File: config.mk
export PLATFORM = sky130hd
export DESIGN_NAME = range_bin_sequencer
export DESIGN_NICKNAME = d
export VERILOG_FILES = /design/src/rtl/range_bin_sequencer.sv
export SDC_FILE = /design/constraint.sdc
export NUM_CORES = 1
export LEC_CHECK = 0
export BUFFER_PORTS_ARGS = -buffer_cell sky130_fd_sc_hd__clkbuf_2
export CAP_MARGIN = 20
export CORE_MARGIN = 2
export CORE_UTILIZATION = 35
export DETAILED_ROUTE_END_ITERATION = 7
export GPL_ROUTABILITY_DRIVEN = 0
export PLACE_DENSITY = 0.5
export SLEW_MARGIN = 25
export SYNTH_ARGS = -nofsm -noshare
export SYNTH_HDL_FRONTEND = slang
export SYNTH_SLANG_ARGS = --single-unit
File: constraint.sdc
create_clock -name IN_CLK -period 3.5 [get_ports IN_CLK]
set_clock_uncertainty 0.05 [all_clocks]
set_input_delay 1.05 -clock IN_CLK [delete_from_list [all_inputs] [get_ports IN_CLK]]
set_output_delay 1.05 -clock IN_CLK [all_outputs]
set_load 0.01 [all_outputs]
File: src/rtl/range_bin_sequencer.sv
// Range-bin sequencer: turns rising edges of the divided clock into bin ticks and
// steps one sweep of BIN_COUNT bins per radar trigger, counting triggers it had to ignore.
`timescale 1ns/1ps
module range_bin_sequencer #(
    parameter int BIN_COUNT   = 1024,
    parameter int BIN_BITS    = 10,
    parameter int SYNC_STAGES = 2
) (
    input  logic                IN_CLK,
    input  logic                RESETN,
    input  logic                DIV_CLK,
    input  logic                ENABLE,
    input  logic                TRIG,
    output logic [BIN_BITS-1:0] BIN_IDX,
    output logic                BIN_VALID,
    output logic                SWEEP_ACTIVE,
    output logic                SWEEP_DONE,
    output logic [7:0]          OVERRUN_CNT
);

    localparam logic [1:0] S_IDLE  = 2'd0;
    localparam logic [1:0] S_WAIT  = 2'd1;
    localparam logic [1:0] S_SWEEP = 2'd2;
    localparam logic [1:0] S_DONE  = 2'd3;

    // One extra bit so a full 2^BIN_BITS sweep reaches its last index without wrapping.
    localparam logic [BIN_BITS:0] LAST_BIN = (BIN_BITS+1)'(BIN_COUNT - 1);

    logic [SYNC_STAGES-1:0] sync_q, sync_d;
    logic                   tick_prev_q;
    logic                   tick_q, tick_d;
    logic                   trig_q;
    logic                   trig_rise;
    logic [1:0]             state_q, state_d;
    logic [BIN_BITS:0]      bin_cnt_q, bin_cnt_d;
    logic [BIN_BITS-1:0]    bin_idx_q, bin_idx_d;
    logic                   bin_valid_q, bin_valid_d;
    logic                   active_q, active_d;
    logic                   done_q, done_d;
    logic [7:0]             ovr_q, ovr_d;

    assign sync_d    = {sync_q[SYNC_STAGES-2:0], DIV_CLK};
    assign tick_d    = sync_q[SYNC_STAGES-1] & ~tick_prev_q;
    assign trig_rise = TRIG & ~trig_q;

    always_comb begin
        state_d     = state_q;
        bin_cnt_d   = bin_cnt_q;
        bin_idx_d   = bin_idx_q;
        bin_valid_d = 1'b0;
        done_d      = 1'b0;
        ovr_d       = ovr_q;

        if ((state_q == S_SWEEP || state_q == S_DONE) && trig_rise && ovr_q != 8'hFF) begin
            ovr_d = ovr_q + 8'd1;
        end

        if (!ENABLE) begin
            state_d   = S_IDLE;
            bin_cnt_d = '0;
        end else begin
            case (state_q)
                S_IDLE: state_d = S_WAIT;
                S_WAIT: begin
                    // A tick coinciding with the trigger is dropped; bin 0 waits for the next one.
                    if (trig_rise) begin
                        state_d   = S_SWEEP;
                        bin_cnt_d = '0;
                    end
                end
                S_SWEEP: begin
                    if (tick_q) begin
                        bin_idx_d   = bin_cnt_q[BIN_BITS-1:0];
                        bin_valid_d = 1'b1;
                        bin_cnt_d   = bin_cnt_q + (BIN_BITS+1)'(1);
                        if (bin_cnt_q == LAST_BIN) begin
                            state_d = S_DONE;
                        end
                    end
                end
                S_DONE: begin
                    done_d  = 1'b1;
                    state_d = S_WAIT;
                end
                default: state_d = S_IDLE;
            endcase
        end
    end

    assign active_d = (state_d == S_SWEEP);

    always_ff @(posedge IN_CLK or negedge RESETN) begin
        if (!RESETN) begin
            sync_q      <= '0;
            tick_prev_q <= 1'b0;
            tick_q      <= 1'b0;
            trig_q      <= 1'b0;
            state_q     <= S_IDLE;
            bin_cnt_q   <= '0;
            bin_idx_q   <= '0;
            bin_valid_q <= 1'b0;
            active_q    <= 1'b0;
            done_q      <= 1'b0;
            ovr_q       <= 8'd0;
        end else begin
            sync_q      <= sync_d;
            tick_prev_q <= sync_q[SYNC_STAGES-1];
            tick_q      <= tick_d;
            trig_q      <= TRIG;
            state_q     <= state_d;
            bin_cnt_q   <= bin_cnt_d;
            bin_idx_q   <= bin_idx_d;
            bin_valid_q <= bin_valid_d;
            active_q    <= active_d;
            done_q      <= done_d;
            ovr_q       <= ovr_d;
        end
    end

    assign BIN_IDX      = bin_idx_q;
    assign BIN_VALID    = bin_valid_q;
    assign SWEEP_ACTIVE = active_q;
    assign SWEEP_DONE   = done_q;
    assign OVERRUN_CNT  = ovr_q;

endmodule
======== Word-level counts from Yosys, hierarchy flattened ========
Index checks and enable logic that the tools add are counted.
word-level totals
  logic and storage cells ................. 47
  output and inout port bits .............. 21
  bits in registers ....................... 39
operators by class
  multiplexer cells ....................... 14
  reduce and logical (&&, ||, !) cells .... 7
  equal/unequal tests ..................... 9
  $add $sub $neg .......................... 2
  bitwise gates (word level) .............. 4
operators by type and width
  cell                                                                     number
  11-bit 2-to-1 mux                                                        3
  11-bit case mux with 2 select lines                                      1
  11-bit by 1-bit adder with 11-bit output, second input constant          1
  11-bit by 10-bit equality test with 1-bit output, second input constant  1
  8-bit by 1-bit adder with 8-bit output, second input constant            1
  2-bit 2-to-1 mux                                                         4
  8-bit != test, second input constant                                     1
  2-bit equality test, second input constant                               3
  3-bit != test, second input constant                                     2
  2-bit case mux with 3 select lines                                       1
  3-bit AND reduction                                                      2
  1-bit 2-to-1 mux                                                         5
  3-bit by 1-bit != test with 1-bit output, second input constant          1
  1-bit AND                                                                2
  2-bit by 1-bit equality test with 1-bit output, second input constant    1
  1-bit logical AND                                                        2
  2-bit zero test                                                          1
  1-bit NOT                                                                2
  2-bit OR reduction                                                       1
  1-bit logical OR                                                         1

======== Depth between registers and ports, before layout ========
Gate-level depths: netlist of run 1.
  depth in word-level cells ............... 6
  depth in mapped cells ................... 8
  depth with buffers taken out ............ 6

======== Least setup slack after synthesis of run 1 ========
No wires, ideal clock.
  path kind ............................... input port to flip-flop
  start point ............................. input TRIG
  end point ............................... register ovr_q[6], in the netlist OVERRUN_CNT[6]
  setup time .............................. 0.125 ns
  buffers on the path ..................... 1
  cell stages on the path ................. 5
  required time ........................... 3.325 ns
  data arrival time ....................... 2.023 ns
  setup slack ............................. 1.302 ns
  cell sequence ........................... nand2b_1 buf_6 nor3_1 and4_1 mux2_2
between the ends
  longest elaborated chain between the ends .. 3
ends and longest elaborated chain
  what                            line  RTL
  from (decl)                     13    input logic TRIG,
  1-bit AND                       44    assign trig_rise = TRIG & ~trig_q;
  1-bit logical AND (2 in a row)  54    if ((state_q == S_SWEEP || state_q == S_DONE) && trig_rise && ovr_q != 8'hFF) begin
  to (signal assigned)            116   ovr_q <= ovr_d;
  to (decl)                       40    logic [7:0] ovr_q, ovr_d;
No other way between the ends.
A chain may end at the register's enable or synchronous reset.

======== Worst setup path in the final report of run 1 ========
  start point ............................. input ENABLE
  end point ............................... register bin_cnt_q[10]
between the ends
  longest elaborated chain between the ends .. 2
ends and longest elaborated chain
  what                                                                                        line  RTL
  from (decl)                                                                                 12    input logic ENABLE,
  3-bit by 1-bit != test with 1-bit output (no line) / 3-bit != test (equally long branches)  n/a
  3-bit AND reduction (no line)                                                               n/a
  to (signal assigned)                                                                        111   bin_cnt_q <= bin_cnt_d;
  to (decl)                                                                                   35    logic [BIN_BITS:0] bin_cnt_q, bin_cnt_d;
Several ways; a longest one is shown, not always the timed one.

==> flow_summary_export.csv, run 1 <==
group,metric,value,unit
route,vias,1293,
synthesis,yosysSeqAreaShare,0.529,
cts,clock_tree.root_cell,"clkbuf_8",
layout,fin_area,2110,um^2
global_route,grt_pass1_vias,1322,
cts,cts-hold-fix-buffers,0,
die,die-area,5870,um^2
cts,postCtsSetupBuffers,0,
worst_setup_path,cp_max_fo,15,
timing,final.period_utilization,0.678,
synthesis,syn-instance-count,156,
timing,timing.final.ws_setup,1.13,ns
synthesis,synth_async_sr_flop_share,1.00,
worst_setup_path,crit_chain,"clkbuf_2, nand3_1, a21oi_1, o21ai_0, a31oi_1",
timing,fmax,421,MHz
layout,fill_cells,520,
global_route,antenna_found_initial,0,
worst_setup_path,path_delay_family,"compound AO/OA/AOI/OAI gates",
worst_setup_path,cp-start-kind,"primary input",
pwr,irDropWorstVdd,0.164,mV
flow_run,cap_viol_max_count,0,
die,num_rows,26,
synthesis,synth_top_area_share,0.529,
timing,rsz0062_at_grt,"false",
placement,place_area,2030,um^2
synthesis,yosysWarnings,0,
cts,clkSinkCount,39,
synthesis,synth_area,1840,um^2
worst_setup_path,end_kind,"register",
cts,insertion_delay,0.29,ns
route,wire_per_inst,13.5,um
synthesis,synth_ff_type,"dfrtp_1",
cts,clkTransAtPathRegs,0.07,ns
cts,cts.path.max_buffers,2,
layout,fin_cells,254,
route,drtIter0Drc,86,
die,start_util,0.361,
timing,tns,0,ns
route,dr.pass1.iters,6,
worst_setup_path,crit_type,"in -> reg",
placement,io_buffers,25,
global_route,grt_pass1_wl,6090,um
layout,nNetsFinal,195,
worst_setup_path,critPathMaxStageDelay,0.64,ns
synthesis,synth_nets,168,
route,route.detailed.drc,0,
timing,worst_pin_slew,0.842,ns
pwr,power_per_cell_area,503,nW/um^2
timing,slew_headroom,0.439,
die,ios,26,
worst_setup_path,path_buf_inv,1,
global_route,grtUsageTotal,0.130,
layout,syn_to_final_growth,14.5,%
cts,cts_resized,0,
min_path,hold_class,"reg -> reg",
worst_setup_path,slowest_stage,"a21oi_1",
synthesis,ys_ff_latch,39,
placement,dp_cells,246,
synthesis,synth.top_cells.by_area,"dfrtp_1 53%, mux2_2 8.5%, ha_1 4.7%",
timing,hold_violations,0,
cts,cts_tree,"done",
global_route,grt_max_degree,40,
cts,htreeDepth,2,
placement,dp_slack,0.801,ns
timing,fin_hold_ws,0.306,ns
route,post_drt_via_cell_ratio,5.09,
placement,dp_hpwl,2440,um
synthesis,synth_edf_count,0,
timing,min_period,2.37,ns
worst_setup_path,crit_arrival,2.53,ns
timing,finalSetupViolCount,0,
synthesis,synth_cell_types,39,
die,die_w,76.6,um
layout,drive_gt1_frac,0.293,
layout,antenna_cells,0,
run_status,status,"completed",
die,dieHeight,76.6,um
synthesis,synth_top_area_cell,"dfrtp_1",
global_route,overflow,0,
worst_setup_path,required,3.66,ns
route,ant_nets,0,
timing,slew_viol_final,0,
die,coreArea,5110,um^2
cts,cts_buffers,5,
route,drt_wl_total,3420,um
pwr,p_leak,0.00102,uW
synthesis,synth.avg_cell_area,11.8,um^2
[where the power goes]
part	switching (uW)	internal (uW)
sequential	37.1	486
combinational	145	105
clock	153	136
[per-layer routing]
| metal | track usage | vias up | share of wire |
|---|---|---|---|
| met5 | 0 | - | 0 |
| met4 | 0.0655 | 0 | 0.011 |
| met3 | 0.0273 | 6 | 0.033 |
| met2 | 0.210 | 18 | 0.47 |
| met1 | 0.166 | 644 | 0.48 |
| li1 | - | 625 | - |
[cells in the mapped netlist, types with 2 or more instances]
cell type,number
nor3_1,2
and4_1,3
a22o_1,2
dfrtp_1,39
nor2_1,5
a31oi_1,4
buf_2,3
mux2i_1,5
o21ai_0,2
inv_1,3
nand4_1,3
ha_1,7
mux2_2,14
nand2_1,11
xnor2_1,3
o21a_1,2
nand3_1,12
nand2b_1,2
and3_1,5
a21oi_1,10
[stage by stage]
stage          total power (uW)   util
2_1_floorplan               715      -
3_3_place_gp                781  0.397
3_5_place_dp                787  0.397
4_1_cts                    1080  0.413
5_1_grt                    1140  0.413
6_report                   1060  0.413
[sequential cells by signal (all words and copies together) (netlist names)]
name and cells:
BIN_IDX 10, BIN_VALID 1, OVERRUN_CNT 8, SWEEP_ACTIVE 1
SWEEP_DONE 1, bin_cnt_q 11, state_q 2, sync_q 2
tick_prev_q 1, tick_q 1, trig_q 1
[area by class of cell]
cell class                 count  area [um^2]  share of cell area
sequential                    39          976               0.462
timing repair buffer          26          133              0.0628
clock inverter                 3         15.0             0.00711
inverter                       3         11.3             0.00533
multi-input combinational    108          820               0.388
clock buffer                   5         68.8              0.0326
tap                           70         87.6              0.0415
[path summary, 6_finish.rpt]
path                            start        endpoint  slack (ns)  depth (start not counted)
min                         sync_q[0]       sync_q[1]        0.31                          0
max reg2reg                state_q[0]   bin_cnt_q[10]        1.22                          6
min reg2reg                 sync_q[0]       sync_q[1]        0.31                          0
min in group asynchronous      RESETN  OVERRUN_CNT[4]        0.81                          1
max                            ENABLE   bin_cnt_q[10]        1.13                          5
max in group asynchronous      RESETN    bin_cnt_q[3]        2.06                          1
[logic make-up after synthesis]
logic type / share of synthesized area
AND/OR/NAND/NOR: 0.160
flip-flops: 0.529
AO/OA/AOI/OAI: 0.110
multiplexers: 0.113
buffers and inverters: 0.0265
adder cells (fa/ha/maj): 0.0475
XOR/XNOR: 0.0142
[layout by cell type, fill, tap and decap left out]
master     netlist  final
a2111oi_0        1      1
a2111oi_2        1      1
a211o_1          1      1
a21bo_2          1      1
a21o_4           1      1
a21oi_1         10     10
a221o_1          1      1
a22o_1           2      2
a31oi_1          4      4
a41oi_1          1      1
and2_1           1      1
and2_4           1      1
and3_1           5      5
and4_1           3      3
buf_2            3      1
buf_4            1      1
clkbuf_2         0     24
clkbuf_8         0      5
clkinv_2         0      3
dfrtp_1         39     39
ha_1             7      7
inv_1            3      3
mux2_2          14     14
mux2i_1          5      5
nand2_1         11     11
nand2b_1         2      2
nand3_1         12     12
nand4_1          3      3
nor2_1           5      5
nor2_4           1      1
nor2b_1          1      1
nor3_1           2      2
nor3b_1          1      1
nor4_1           1      1
nor4_4           1      1
o21a_1           2      2
o21ai_0          2      2
o2bb2ai_1        1      1
or3b_1           1      1
xnor2_1          3      3
Note: power is estimated with default switching activity, not from simulation.
==> run 2, diff against run 1 <==
- PLACE_DENSITY: 0.5 -> 0.52
- clock period: 3.5 -> 2.05 ns (I/O delays scaled with it)
==> run 2 against run 1 <==
Against the previous run:
- critical path depth grew 1
- utilization rose by 1.7 points
- via count up 1.9%
- register-to-register slack got worse by 1.1 ns
- sequential share of layout area shrank 1.8 points
- first-iteration DRC count shrank 70%
- combinational power grew 88%
- die area is the same
- largest cell class unchanged
- largest power group unchanged
==> flow_summary_export.csv, run 2 (synthesized netlist as in run 1, its figures left out) <==
group,metric,value,unit
cts,cts_resized,0,
timing,min_period,1.88,ns
timing,tns,0,ns
worst_setup_path,worstReg2RegStart,"state_q[0]",
cts,postCtsSetupBuffers,0,
worst_setup_path,crit_chain,"inv_1, ha_2, nor2_4, nor3_1, and4_1, mux2_2",
route,route.detailed.drc,0,
placement,dp_hpwl,2620,um
global_route,grtUsageTotal,0.132,
cts,cts_tree,"done",
worst_setup_path,setup.worst_path.start,"state_q[0]",
layout,mostFrequentLayoutCells,"39 x dfrtp_1, 25 x clkbuf_2, 14 x mux2_2",
die,ios,26,
route,drtIter0Drc,26,
timing,finalSetupViolCount,0,
die,dieHeight,76.6,um
route,drt_wl_total,3490,um
pwr,irDropWorstVdd,0.382,mV
layout,drive_gt1_frac,0.317,
layout,largest_reg_flops,11,
timing,fmax,532,MHz
timing,final.period_utilization,0.917,
worst_setup_path,cp-start-kind,"register",
cts,insertion_delay,0.29,ns
placement,io_buffers,25,
run_status,status,"completed",
worst_setup_path,slowest_stage,"dfrtp_1",
route,wire_per_inst,13.5,um
pwr,power_per_cell_area,913,nW/um^2
timing,worst_pin_slew,0.576,ns
die,start_util,0.361,
route,ant_nets,0,
pwr,p_leak,0.00106,uW
layout,syn_to_final_growth,19.1,%
global_route,overflow,0,
die,die_w,76.6,um
cts,cts-hold-fix-buffers,0,
layout,top_register,"bin_cnt_q",
worst_setup_path,path_buf_inv,1,
global_route,grt_pass1_vias,1326,
timing,hold_violations,0,
route,dr.pass1.iters,4,
worst_setup_path,end_kind,"register",
global_route,antenna_found_initial,0,
layout,multi_input_area,822,um^2
worst_setup_path,required,2.18,ns
cts,clock_tree.root_cell,"clkbuf_8",
layout,final_util,0.430,
timing,slew_headroom,0.606,
cts,cts.path.max_buffers,2,
route,vias,1318,
worst_setup_path,path_delay_family,"simple AND/OR/NAND/NOR gates",
die,coreArea,5110,um^2
layout,nNetsFinal,200,
cts,cts_buffers,5,
worst_setup_path,critPathMaxStageDelay,0.39,ns
layout,regArea,976,um^2
die,die-area,5870,um^2
flow_run,cap_viol_max_count,0,
cts,htreeDepth,2,
min_path,hold_class,"in -> async",
route,post_drt_via_cell_ratio,5.09,
layout,antenna_cells,0,
cts,clkSinkCount,39,
layout,fill_cells,495,
die,num_rows,26,
timing,slew_viol_final,0,
worst_setup_path,cp_max_fo,8,
global_route,grt_max_degree,22,
layout,layout_commonest_cell,"dfrtp_1",
cts,clkTransAtPathRegs,0.07,ns
global_route,grt_pass1_wl,6070,um
worst_setup_path,crit_type,"reg -> reg",
worst_setup_path,crit_arrival,2.01,ns
run 2: area by class of cell:
type                    instances  area share
clock buffers                   6      0.0376
clock inverters                 2      0.0159
inverters                       3     0.00513
multi-input cells             108       0.374
flip-flops and latches         39       0.444
well taps                      70      0.0399
repair buffers                 31      0.0831
run 2: path summary, 6_finish.rpt:
path / slack, ns / cells past startpoint / endpoint
setup / recovery: 0.17 / 6 / OVERRUN_CNT[6]
hold / removal: 0.24 / 1 / BIN_IDX[0]
setup reg to reg: 0.17 / 6 / OVERRUN_CNT[6]
hold reg to reg: 0.30 / 0 / sync_q[1]
max in group asynchronous: 1.23 / 2 / bin_cnt_q[8]
min in group IN_CLK: 0.30 / 0 / sync_q[1]
run 2: metal layers:
layer / up-vias / GRT usage / routed length (um)
li1: 635 / - / -
met1: 653 / 0.161 / 1550
met2: 23 / 0.217 / 1750
met3: 7 / 0.0367 / 128
met4: 0 / 0.0600 / 63
met5: - / 0 / 0
run 2: power by group:
group          internal (uW)  leakage, uW  switching, uW
Sequential               830     0.000526           53.1
Clock                    394    0.0000612            260
Combinational            204     0.000478            266
run 2: metrics by stage:
step	area [um^2]	std cells	hold slack, ns	worst slack [ns]	total power (uW)
final	2200	259	0.235	0.170	2010
after global routing	2200	259	0.264	-0.00305	2140
after CTS	2190	259	0.242	0.0849	2040
after detailed placement	2080	251	0.285	0.0757	1370
after global placement	2080	251	0.284	0.130	1350
after floorplan	1840	156	0.269	0.251	1220
